==> config.mk <==
export PLATFORM = sky130hd
export DESIGN_NAME = mux4_rr_arbiter
export DESIGN_NICKNAME = d
export VERILOG_FILES = /design/src/rtl/mux4_rr_arbiter.sv
export SDC_FILE = /design/constraint.sdc
export NUM_CORES = 1
export LEC_CHECK = 0
export CORE_ASPECT_RATIO = 1.5
export CORE_MARGIN = 2
export CORE_UTILIZATION = 40
export CTS_BUF_LIST = sky130_fd_sc_hd__clkbuf_4 sky130_fd_sc_hd__clkbuf_8
export CTS_CLUSTER_DIAMETER = 40
export DETAILED_ROUTE_END_ITERATION = 8
export PLACE_DENSITY = 0.82
export SYNTH_ARGS = -nofsm -noshare
export SYNTH_HDL_FRONTEND = slang
export SYNTH_SLANG_ARGS = --single-unit
==> constraint.sdc <==
create_clock -name clk -period 4.2 [get_ports clk]
set_input_delay 1.05 -clock clk [delete_from_list [all_inputs] [get_ports clk]]
set_output_delay 1.05 -clock clk [all_outputs]
set_load 0.005 [all_outputs]
==> src/rtl/mux4_rr_arbiter.sv <==
// Round-robin arbiter driving a shared 4:1 mux select, with a registered data output.
// Optional define MUXARB_LOCK_EN adds a lock input that lets the owner hold the grant past HOLD cycles.
module mux4_rr_arbiter #(
    parameter int unsigned W    = 8,
    parameter int unsigned HOLD = 4
) (
    input  logic           clk,
    input  logic           rst,
    input  logic [3:0]     req,
    input  logic [4*W-1:0] din,
`ifdef MUXARB_LOCK_EN
    input  logic           lock,
`endif
    output logic [3:0]     gnt,
    output logic [1:0]     sel,
    output logic           busy,
    output logic [W-1:0]   dout
);

    localparam int unsigned CW = (HOLD > 1) ? $clog2(HOLD) : 1;
    localparam logic [CW-1:0] CntMax = CW'(HOLD - 1);

    typedef enum logic {StIdle, StGrant} state_t;

    state_t        r_state, w_state_d;
    logic [1:0]    r_ptr, w_ptr_d;
    logic [1:0]    r_sel, w_sel_d;
    logic [CW-1:0] r_cnt, w_cnt_d;
    logic [W-1:0]  r_dout, w_dout_d;

    logic [1:0]    w_scan_ptr;
    logic [1:0]    w_pick;
    logic          w_any;
    logic          w_lock_hold;
    logic          w_release;

    // On release the scan starts just past the outgoing owner, matching the ptr update.
    assign w_scan_ptr = (r_state == StGrant) ? (r_sel + 2'd1) : r_ptr;
    assign w_any      = |req;

    always_comb begin
        w_pick = w_scan_ptr;
        for (int i = 3; i >= 0; i--) begin
            if (req[w_scan_ptr + 2'(i)]) begin
                w_pick = w_scan_ptr + 2'(i);
            end
        end
    end

`ifdef MUXARB_LOCK_EN
    assign w_lock_hold = lock && req[r_sel];
`else
    assign w_lock_hold = 1'b0;
`endif

    assign w_release = !req[r_sel] || ((r_cnt == CntMax) && !w_lock_hold);

    always_comb begin
        w_state_d = r_state;
        w_ptr_d   = r_ptr;
        w_sel_d   = r_sel;
        w_cnt_d   = r_cnt;
        w_dout_d  = '0;
        unique case (r_state)
            StIdle: begin
                if (w_any) begin
                    w_state_d = StGrant;
                    w_sel_d   = w_pick;
                    w_cnt_d   = '0;
                end
            end
            StGrant: begin
                w_dout_d = din[r_sel*W +: W];
                if (w_release) begin
                    w_ptr_d = r_sel + 2'd1;
                    w_cnt_d = '0;
                    if (w_any) begin
                        w_sel_d = w_pick;
                    end else begin
                        w_state_d = StIdle;
                        w_sel_d   = 2'd0;
                    end
                end else if (!w_lock_hold) begin
                    w_cnt_d = r_cnt + CW'(1);
                end
            end
            default: begin
                w_state_d = StIdle;
            end
        endcase
    end

    always_ff @(posedge clk or posedge rst) begin
        if (rst) begin
            r_state <= StIdle;
            r_ptr   <= 2'd0;
            r_sel   <= 2'd0;
            r_cnt   <= '0;
            r_dout  <= '0;
        end else begin
            r_state <= w_state_d;
            r_ptr   <= w_ptr_d;
            r_sel   <= w_sel_d;
            r_cnt   <= w_cnt_d;
            r_dout  <= w_dout_d;
        end
    end

    assign busy = (r_state == StGrant);
    assign sel  = r_sel;
    assign gnt  = busy ? (4'b0001 << r_sel) : 4'b0000;
    assign dout = r_dout;

endmodule

* Word level (Yosys, flattened, before mapping)
Cells that the tools add are included.
** Storage, ports and cells
- Register bits :: 15
- Input port bits :: 38
- Logic and storage cells :: 53
** Operators by class
- $add $sub $neg :: 5
- Magnitude comparators :: 5
- Eq/ne operators :: 3
- Shifts and indexed selects :: 2
- Mux-type cells :: 27
- Bitwise logic cells :: 1
- Reductions and logical operators :: 5
** Operators by type and width (number)
- indexed part select 32 x 6 -> 8 bit :: 1
- 2-to-1 mux 2 bit :: 10
- < comparator 2 x 3 -> 1 bit (second input constant) :: 5
- binary-select mux 1 bit (select 2 bit) :: 5
- 2-to-1 mux 8 bit :: 1
- one-hot mux 2 bit (2 select lines) :: 2
- 2-to-1 mux 1 bit :: 7
- adder 2 x 1 -> 2 bit (second input constant) :: 3
- adder 2 bit (second input constant) :: 2
- 2-to-1 mux 4 bit :: 1
- AND reduction 2 bit :: 2
- OR reduction 4 bit :: 1
- << shifter 1 x 2 -> 4 bit (first input constant) :: 1
- == test 2 bit (second input constant) :: 1
- != test 2 x 1 -> 1 bit (second input constant) :: 1
- != test 2 bit (second input constant) :: 1
- one-hot mux 1 bit (2 select lines) :: 1
- logical NOT 1 bit :: 1
- logical OR 1 bit :: 1
- NOT 1 bit :: 1

* Logic depth before layout (Yosys ltp)
- Word-level depth :: 12
- Gate-level depth with buffers :: 7

* Worst setup path before layout
Ideal clock, no wire load.
- Path kind :: register -> output
- From :: reg r_sel[0] (netlist: sel[0])
- To :: out gnt[0]
- Arrival time :: 1169 ps
- Data required time :: 3150 ps
- Path slack :: 1981 ps
- Cell stages (with the launch flop) :: 5
- Buffers on the path :: 1
- Cells stage by stage :: dfrtp_1 > buf_2 > inv_1 > ha_1 > and2_1
** On the way
- Longest elaborated chain between the ends :: 2
** Ends and longest elaborated chain
- start, declared :: RTL line 27 : logic [1:0] r_sel, w_sel_d;
- start signal, assigned :: RTL line 103 : r_sel <= w_sel_d;
- << shifter 1 x 2 -> 4 bit :: RTL line 111 : assign gnt = busy ? (4'b0001 << r_sel) : 4'b0000;
- 2-to-1 mux 4 bit :: RTL line 111
- end, declared :: RTL line 14 : output logic [3:0] gnt,
Every way passes these cells.

* Final worst setup path
Same ends and word-level chain as after synthesis.

==> metrics.txt <==
status complete, no violations; routed length per instance 16.42 um; Cell Rows 21; Setup Buffers After CTS 0; Clk pin slew, worst setup/hold paths 0.09 ns; CP startpoint kind register; DRT iter0 DRCs 15; worst path bufs/invs 2; GRT Util Overall 0.1935; worst-margin pin slew 0.7469 ns; TritonCTS Buffers 3; vias in the first global route 840; skew final 0.004653 ns; Leak 0.6290 nW; Diodes inserted 0; asr flop ratio synth 1.000; CP Max Fanout 16; Pwr Total 0.8499 mW; Die X 44.31 um; Cells after Synth 80; Setup Total Neg Slack 0 ns; EDFF count, synth 0; Skew-Pair Late Insertion Delay 0.28 ns; Netlist cell types 29; ys flop type dfrtp_1; via count 846; clk buf depth 2; FILL cells 176; fin crit share 0.7532; DR pass1 iterations 4; CP max stage delay 0.83 ns; fin. max-slew vios 0; post-synthesis cell area 974.7 sq um; Top-Level Pins 53; Syn Area/Cell 12.18 sq um; Cell Chain, Critical Path inv_1 > ha_1 > and2_1 > clkdlybuf4s50_1; # Max-Cap Violations 0; share of layout cells above drive strength 1 0.1212; Final setup viols 0; first-pass GRT wire length 4057 um; synth top area cells dfrtp_1, mux4_2, and2_1; largest net degree at the start of global routing 21; cts hold-fix bufs 0; flop2flop setup slack 1.74 ns; critical path's top delay family flip-flops; Yosys top cell area share 0.3851; starting density of the core 0.4313; WHS 0.5172 ns; clk root buf clkbuf_4; post-CTS resize count 0; Buffers on Ports 52; Seq/Total Area, Yosys 0.3851; global placer's final weighted congestion 0.7753; Total Wirelength 2545 um; most frequent cell after synthesis dfrtp_1; post-DR vias/cell 5.458; worst setup path class register to primary output; min cycle time layout 3.163 ns; RSZ-0062 raised after global routing no; core area 0.002260 sq mm; slowest CP cell dfrtp_1; DRC viols 0; final hold violation count 0; Synthesized Nets 123; Synth top cells by count dfrtp_1, and2_1, mux4_2; total die area 0.002856 sq mm; WP data arrival 2.11 ns; worst hold path type register to register; Crit. End Element primary output; nets@finish 176; Die Ht 64.46 um; worst path required time 3.15 ns; Sink Count 15; IR drop worst, VDD 329.4 uV; Layout area overhead 57.00%; synthesized flop and latch total 15; Synth area leader dfrtp_1; Max Freq 316.1 MHz; Max-slew headroom 0.5021; DRT antenna net count 0; Syn. warnings 0; initial antenna violation count 0; CTS tree done; grt ovf 0; Post-DP HPWL 1997 um; pwr dens 555.4 mW/mm^2; H-tree depth 1
-- worst reg2reg max path, cell delays in order (launching register included) --
cell	delay (ns)
dfrtp_1	0.83
inv_1	0.17
ha_1	0.37
mux2i_2	0.29
nor3_1	0.07
a2111oi_0	0.44
o31ai_1	0.15
-- cell usage in the layout, fill, tap and decap left out, types with 2 or more instances in the layout --
cell	n
o21ai_0	3
ha_1	5
clkbuf_4	4
mux4_1	2
nor2_1	2
clkdlybuf4s50_1	52
inv_1	5
o31ai_1	2
and2_1	12
nand2_1	5
dfrtp_1	15
mux4_2	7
a21oi_1	3
-- cell type report --
type / instances / area [sq um] / share of cell area
clock buffers: 4 / 30.03 / 0.01962
inverters: 5 / 18.77 / 0.01226
well taps: 23 / 28.78 / 0.01881
multi-input cells: 56 / 556.8 / 0.3639
flip-flops and latches: 15 / 375.4 / 0.2453
repair buffers: 52 / 520.5 / 0.3401
-- layer usage --
metal,vias to the layer above,global-route usage,wire (um)
met5,-,0,0
met4,0,0.05682,34
met3,5,0.03621,163
met2,41,0.3180,1266
met1,399,0.2550,1080
li1,401,-,-
-- flip-flops by register name, indices dropped and copies added, names as in the netlist --
| register | flops |
|---|---|
| busy | 1 |
| dout | 8 |
| r_ptr | 2 |
| sel | 2 |
| r_cnt | 2 |
-- stage by stage --
step / worst slack [ns] / area, sq um / util / std cells
finish: 1.037 / 1530 / 0.6772 / 155
detailed placement: 1.318 / 1500 / 0.6639 / 151
global placement: 1.410 / 1500 / 0.6639 / 151
floorplan: 1.981 / 974.7 / - / 80
CTS: 0.9931 / 1530 / 0.6772 / 155
global route: 0.8806 / 1530 / 0.6772 / 155
-- path summary, 6_finish.rpt --
check | start | endpoint | cells past startpoint
max | sel[0] | gnt[0] | 4
min | r_cnt[0] | r_cnt[0] | 1
max reg2reg | sel[0] | sel[1] | 6
min reg2reg | r_cnt[0] | r_cnt[0] | 1
max in group asynchronous | rst | dout[6] | 2
min in group asynchronous | rst | dout[7] | 2
-- report_power, final --
part           total, mW  leakage, nW  internal (mW)  switching (mW)
Combinational      0.476        0.434          0.319           0.157
Clock             0.0883       0.0184         0.0433          0.0450
Sequential         0.286        0.177          0.210          0.0761
Total              0.850        0.629          0.572           0.278
-- kinds of logic (layout without fill, tap and decap cells) --
| family | count (synthesis) | after routing | share of synthesized area |
|---|---|---|---|
| buf+inv | 9 | 61 | 0.04364 |
| fa+ha+maj | 5 | 5 | 0.06418 |
| mux | 11 | 11 | 0.2413 |
| simple gates | 26 | 26 | 0.1618 |
| compound gates | 14 | 14 | 0.1040 |
| flops | 15 | 15 | 0.3851 |
Power figures use the tool's default switching activity.
